<file path="src/rtl/mc_datapath.sv">
`default_nettype none
// ============================================================================
// Module      : mc_datapath
// Description : Multicycle RV32 datapath (LW, SW, ADDI, ADD/SUB/AND/OR, BEQ)
//               with PC/OLDPC/IR/MDR/A/B/ALUOUT, 32x32 register file and ALU.
// Revision    : 1.0 - initial release
// ============================================================================
module mc_datapath #(
  parameter logic [31:0] RESET_PC = 32'h0000_0000
) (
  input  logic        clk,
  input  logic        reset,
  input  logic        RegWrite,
  input  logic        ALUSrcA,
  input  logic        MemRead,
  input  logic        MemWrite,
  input  logic        MemtoReg,
  input  logic        IorD,
  input  logic        IRWrite,
  input  logic        PCWrite,
  input  logic        PCWriteCond,
  input  logic        PCSource,
  input  logic [1:0]  ALUSrcB,
  input  logic [3:0]  alu_ctrl,
  input  logic [31:0] mem_rdata,
  output logic [31:0] mem_addr,
  output logic [31:0] mem_wdata,
  output logic        mem_read,
  output logic        mem_write,
  output logic [6:0]  opcode,
  output logic [2:0]  funct3,
  output logic [6:0]  funct7,
  output logic [31:0] pc_out
);

  localparam logic [6:0] c_OP_LOAD   = 7'b0000011;
  localparam logic [6:0] c_OP_IMM    = 7'b0010011;
  localparam logic [6:0] c_OP_STORE  = 7'b0100011;
  localparam logic [6:0] c_OP_BRANCH = 7'b1100011;

  localparam logic [3:0] c_ALU_AND = 4'b0000;
  localparam logic [3:0] c_ALU_OR  = 4'b0001;
  localparam logic [3:0] c_ALU_ADD = 4'b0010;
  localparam logic [3:0] c_ALU_SUB = 4'b0110;

  logic [31:0] r_pc;
  logic [31:0] r_oldpc;
  logic [31:0] r_ir;
  logic [31:0] r_mdr;
  logic [31:0] r_a;
  logic [31:0] r_b;
  logic [31:0] r_aluout;
  logic [31:0] r_rf [0:31];

  logic [4:0]  w_rs1;
  logic [4:0]  w_rs2;
  logic [4:0]  w_rd;
  logic [31:0] w_rs1_data;
  logic [31:0] w_rs2_data;
  logic [31:0] w_imm;
  logic [31:0] w_alu_a;
  logic [31:0] w_alu_b;
  logic [31:0] w_alu_result;
  logic        w_zero;
  logic        w_pc_load;

  assign w_rs1 = r_ir[19:15];
  assign w_rs2 = r_ir[24:20];
  assign w_rd  = r_ir[11:7];

  assign w_rs1_data = (w_rs1 == 5'd0) ? 32'd0 : r_rf[w_rs1];
  assign w_rs2_data = (w_rs2 == 5'd0) ? 32'd0 : r_rf[w_rs2];

  always_comb begin
    w_imm = 32'd0;
    case (r_ir[6:0])
      c_OP_LOAD, c_OP_IMM: w_imm = {{20{r_ir[31]}}, r_ir[31:20]};
      c_OP_STORE:          w_imm = {{20{r_ir[31]}}, r_ir[31:25], r_ir[11:7]};
      c_OP_BRANCH:         w_imm = {{19{r_ir[31]}}, r_ir[31], r_ir[7], r_ir[30:25], r_ir[11:8], 1'b0};
      default:             w_imm = 32'd0;
    endcase
  end

  // OLDPC feeds the ALU outside fetch so decode computes the branch target
  always_comb begin
    w_alu_a = r_oldpc;
    if (ALUSrcA) begin
      w_alu_a = r_a;
    end else if (IRWrite) begin
      w_alu_a = r_pc;
    end
  end

  always_comb begin
    w_alu_b = r_b;
    case (ALUSrcB)
      2'b00:   w_alu_b = r_b;
      2'b01:   w_alu_b = 32'd4;
      default: w_alu_b = w_imm;
    endcase
  end

  always_comb begin
    w_alu_result = 32'd0;
    case (alu_ctrl)
      c_ALU_ADD: w_alu_result = w_alu_a + w_alu_b;
      c_ALU_SUB: w_alu_result = w_alu_a - w_alu_b;
      c_ALU_AND: w_alu_result = w_alu_a & w_alu_b;
      c_ALU_OR:  w_alu_result = w_alu_a | w_alu_b;
      default:   w_alu_result = 32'd0;
    endcase
  end

  assign w_zero    = (w_alu_result == 32'd0);
  assign w_pc_load = PCWrite | (PCWriteCond & w_zero);

  always_ff @(posedge clk or posedge reset) begin
    if (reset) begin
      r_pc     <= RESET_PC;
      r_oldpc  <= 32'd0;
      r_ir     <= 32'd0;
      r_mdr    <= 32'd0;
      r_a      <= 32'd0;
      r_b      <= 32'd0;
      r_aluout <= 32'd0;
    end else begin
      r_mdr    <= mem_rdata;
      r_a      <= w_rs1_data;
      r_b      <= w_rs2_data;
      r_aluout <= w_alu_result;
      if (IRWrite) begin
        r_ir    <= mem_rdata;
        r_oldpc <= r_pc;
      end
      if (w_pc_load) begin
        r_pc <= PCSource ? r_aluout : w_alu_result;
      end
    end
  end

  always_ff @(posedge clk or posedge reset) begin
    if (reset) begin
      for (int i = 0; i < 32; i++) begin
        r_rf[i] <= 32'd0;
      end
    end else if (RegWrite && (w_rd != 5'd0)) begin
      r_rf[w_rd] <= MemtoReg ? r_mdr : r_aluout;
    end
  end

  assign mem_addr  = IorD ? r_aluout : r_pc;
  assign mem_wdata = r_b;
  assign mem_read  = MemRead;
  assign mem_write = MemWrite;
  assign opcode    = r_ir[6:0];
  assign funct3    = r_ir[14:12];
  assign funct7    = r_ir[31:25];
  assign pc_out    = r_pc;

endmodule
`default_nettype wire

</file>
<file path="config.mk">
export PLATFORM = sky130hd
export DESIGN_NAME = mc_datapath
export DESIGN_NICKNAME = d
export VERILOG_FILES = /design/src/rtl/mc_datapath.sv
export SDC_FILE = /design/constraint.sdc
export NUM_CORES = 2
export LEC_CHECK = 0
export ABC_AREA = 0
export CORE_MARGIN = 5
export CORE_UTILIZATION = 45
export DETAILED_ROUTE_END_ITERATION = 7
export GPL_ROUTABILITY_DRIVEN = 0
export MAX_ROUTING_LAYER = met4
export PLACE_DENSITY_LB_ADDON = 0.08
export SYNTH_ARGS = -nofsm -noshare
export SYNTH_HDL_FRONTEND = slang
export SYNTH_SLANG_ARGS = --single-unit
</file>
<file path="constraint.sdc">
create_clock -name clk -period 76.4 [get_ports clk]
set_input_delay 15.28 -clock clk [delete_from_list [all_inputs] [get_ports clk]]
set_output_delay 15.28 -clock clk [all_outputs]
set_load 0.02 [all_outputs]
</file>
* Word-level counts from Yosys, hierarchy flattened *
Index checks and enable logic that the tools add are counted.

operators by class
  add/sub/neg operators = 2
  reduce and logical (&&, ||, !) cells = 9
  order comparisons = 4
  divide/modulo/power cells = 0
  multiplexer cells = 19
  eq/ne operators = 8
  shifts and indexed selects = 0
  bitwise operators = 7
  multipliers = 0

operators with widths
  operator            number
  $bwmux 1024         1
  $mux 32             12
  $bmux 32 s5         2
  $demux 32 s5        1
  $pmux 32 s4         1
  $pmux 32 s3         1
  $pmux 32 s2         1
  $add 32x32->32      1
  $and 32x32->32      1
  $logic_not 32->1    1
  $or 32x32->32       1
  $sub 32x32->32      1
  $ge 6x6->1 const B  3
  $not 5->6           3
  $logic_not 5->1     2
  $eq 7x2->1 const B  1
  $eq 7x5->1 const B  1
  $eq 7x6->1 const B  1
  $eq 7x7->1 const B  1
  $lt 6x1->1 const B  1
  $reduce_bool 5->1   1
  $eq 4x1->1 const B  1
  $eq 4x2->1 const B  1
  $eq 4x3->1 const B  1
  other kinds (7)     8

storage, ports and cells
  memory bits (writable) = 0
  bits in latches = 0
  bits of input ports = 50
  memories = 0
  output and inout port bits = 115
  register bits = 1,248
  logic and storage cells = 88
  bits in read-only memories = 0

* Logic depth before layout (Yosys ltp) *
  word-level depth = 9
  depth in mapped cells = 26
  depth with buffers taken out = 24

* Worst setup path after synthesis *
Ideal clock, no wire load.

  path type = input -> output
  from = input IorD
  to = output mem_addr[10]
  stages = 3
  path slack = 44,832 ps
  data required time = 61,120 ps
  data arrival time = 16,288 ps
  path buffers = 2
  cell sequence = clkbuf_1 -> buf_1 -> mux2_2

between the ends
  longest elaborated chain between the ends = 1

ends and longest elaborated chain
  element             RTL line  source
  start: declaration  18        input logic IorD,
  $mux 32             151       assign mem_addr = IorD ? r_aluout : r_pc;
  end: declaration    26        output logic [31:0] mem_addr,

Every way passes these cells.

* Worst setup path after layout *
  from = input IorD
  to = output mem_addr[8]

Same word-level chain as after synthesis.

==> results.ini <==
[setup_path]
arrival_ns=16.86
reg2reg_depth=22
reg2reg_slack_ns=68.50
crit_chain=buf_2 > mux2_2 > clkdlybuf4s50_1
worstSetupStartpoint=IorD
timing.rr.end=pc_out[1]
slowest_delay_ns=0.59
cp-end-kind=output pin
critical-path-top-delay-family=buffers and inverters
start_kind=input port
slowest_stage=buf_2
rr_startpoint=r_ir[2]
path_class=input port to output pin
critPathRequiredTime_ns=61.12
worst-path-buf-inv=2
crit_path_max_fanout=34

[logic_synthesis]
yosys_register_bits=1248
synth_area_sq_mm=0.0646
synth.yosys.warnings=0
synthCells=5672
ys_types=88
async_flop_share=1.00
yosys-top-cells-area=dfrtp_1, mux4_2, a21oi_1
ys_seq_area_frac=0.484
synth_enable_flop_cells=0
synth_flop_cell=dfrtp_1
yosysTopAreaCellShare=0.484
synth_top_cell_by_area=dfrtp_1
syn_avg_cell_area_sq_um=11.4
yosys-top-cells-count=dfrtp_1, nor2_1, a21oi_1
syn-num-nets=5757
synth.most_common_cell=dfrtp_1

[finish]
area_delta_synth_final_pct=12.1
fillers=12700
multi_input_area_sq_mm=0.0313
drive_above_1_share=0.218
nNetsFinal=5606
ff_latch_area_sq_mm=0.0313

[hold_path]
hp-start=r_rf[1021]
hold_class=flop to flop
min_path_cells=0
whs_endpoint=r_rf[1021]

[global_routing]
grt_pass1_wl_um=322000
grt_start_max_net_pins=155
track_usage=0.297
grt_pass1_vias=46100
grt_overflow=0
antenna_found_initial=4

[power]
ir_drop_uv=27.6
leakage_uw=0.0306
p_per_area_mw_per_mm2=35.4

[sta]
skew_ns=0.0258
setup_ws_ns=44.26
fin_crit_sh=0.421
final_max_slew_viol_count=0
grt_setup_unrepaired=no
min_period_ns=32.14
hold_viol_final=0
finalSetupViolations=0
fmax_ghz=0.0311
worstMarginPinSlew_ns=1.24
relSlewSlack=0.172
tns_ns=0

[job]
cap_viol_max_count=0

[placement]
port_buffers=160
place_ws_ns=44.21
hpwl_um=130000

[clocking]
ctsResizeCount=0
cts_tree=done
hold_buffers=0
clk_latency_ns=0.79
path_clk_slew_ns=0.05
root_buffer=clkbuf_16
cts_setup_buffers=0
clockBufferDepth=3
cts_num_sinks=1248
cts_buffers=139
htree_levels=4

[die]
die_height_um=389
die_area_sq_mm=0.151
ioPinCount=165
core_sq_mm=0.143
initial_core_util=0.451
rows=139
die_x_um=389

[routing]
ant_nets=0
num_vias=46200
routed_wl_um=218000
first_pass_iters=5
vias_per_cell=6.14
wl_per_cell_um=29.0
drtIter0Drc=4725
drc=0

[outcome]
outcome=finished clean

worst reg2reg max path: cells and delay by family, from the launching register on:
kind | cells | cell delay [ns]
and+or+nand+nor | 9 | 2.55
buffers and inverters | 1 | 0.49
DFF | 1 | 0.42
AOI/OAI and AO/OA | 10 | 3.53
adders and majority gates | 1 | 0.42
muxes | 1 | 0.37
flip-flops by register name, indices dropped and copies added, names as in the netlist:
name / flops
r_oldpc: 32
r_a: 32
r_rf: 1024
r_aluout: 32
r_mdr: 32
mem_wdata: 32
r_ir: 32
pc_out: 32
area by class of cell:
cell class | instances | share of cell area
Antenna cell | 2 | 0.0000692
Clock buffer | 197 | 0.0548
Clock inverter | 47 | 0.00934
Inverter | 27 | 0.00150
Multi-Input combinational cell | 3813 | 0.433
Sequential cell | 1248 | 0.432
Tap cell | 1903 | 0.0329
Timing Repair Buffer | 292 | 0.0361
cells in the final DEF (no fill, tap or decap), drive strengths merged, types with 32 or more instances in the layout:
cell type      instances
clkbuf               197
buf                  137
nand2                592
o21ai                554
a21oi                602
o22ai                 36
nor2                 648
ha                    34
dfrtp               1248
mux2i                171
mux2                 222
inv                   35
nor3                  40
clkdlybuf4s50        155
a221oi                32
mux4                 546
cell families after synthesis:
| logic type | count (synthesis) | synth area share |
|---|---|---|
| fa+ha+maj | 53 | 0.00971 |
| mux | 939 | 0.258 |
| flops | 1248 | 0.484 |
| simple gates | 1395 | 0.0878 |
| compound gates | 1388 | 0.119 |
| xor+xnor | 38 | 0.00515 |
| buf+inv | 611 | 0.0374 |
report_power, final:
group / internal [uW] / switching (uW)
clock: 407 / 284
sequential: 876 / 174
combinational: 410 / 407
metal layers:
layer  GRT usage  wire [um]  vias up
met5           -          0        -
met4      0.0917       7160        0
met3      0.0534      15800      339
met2       0.452     101000     1678
met1       0.411      94400    23800
li1            -          -    20400
worst max-delay path by stage:
stage,to,slack (ns),cells after the start
after global routing,mem_addr[7],44.16,3
after floorplan,mem_wdata[0],25.95,1
after global placement,mem_addr[4],44.25,3
final,mem_addr[8],44.26,3
after CTS,mem_addr[3],44.21,3
after detailed placement,mem_addr[3],44.21,3
through the flow:
step | cell area [sq um] | total power [uW] | utilization | instances | hold WS, ns
after floorplan | 64600 | 1610 | - | 5672 | 0.441
after global placement | 67700 | 1840 | 0.473 | 7283 | 0.376
after detailed placement | 67700 | 1870 | 0.473 | 7283 | 0.382
after CTS | 72400 | 2570 | 0.506 | 7527 | 0.396
after global routing | 72400 | 2700 | 0.506 | 7528 | 0.401
final | 72400 | 2560 | 0.506 | 7529 | 0.392
Power figures use the tool's default switching activity.
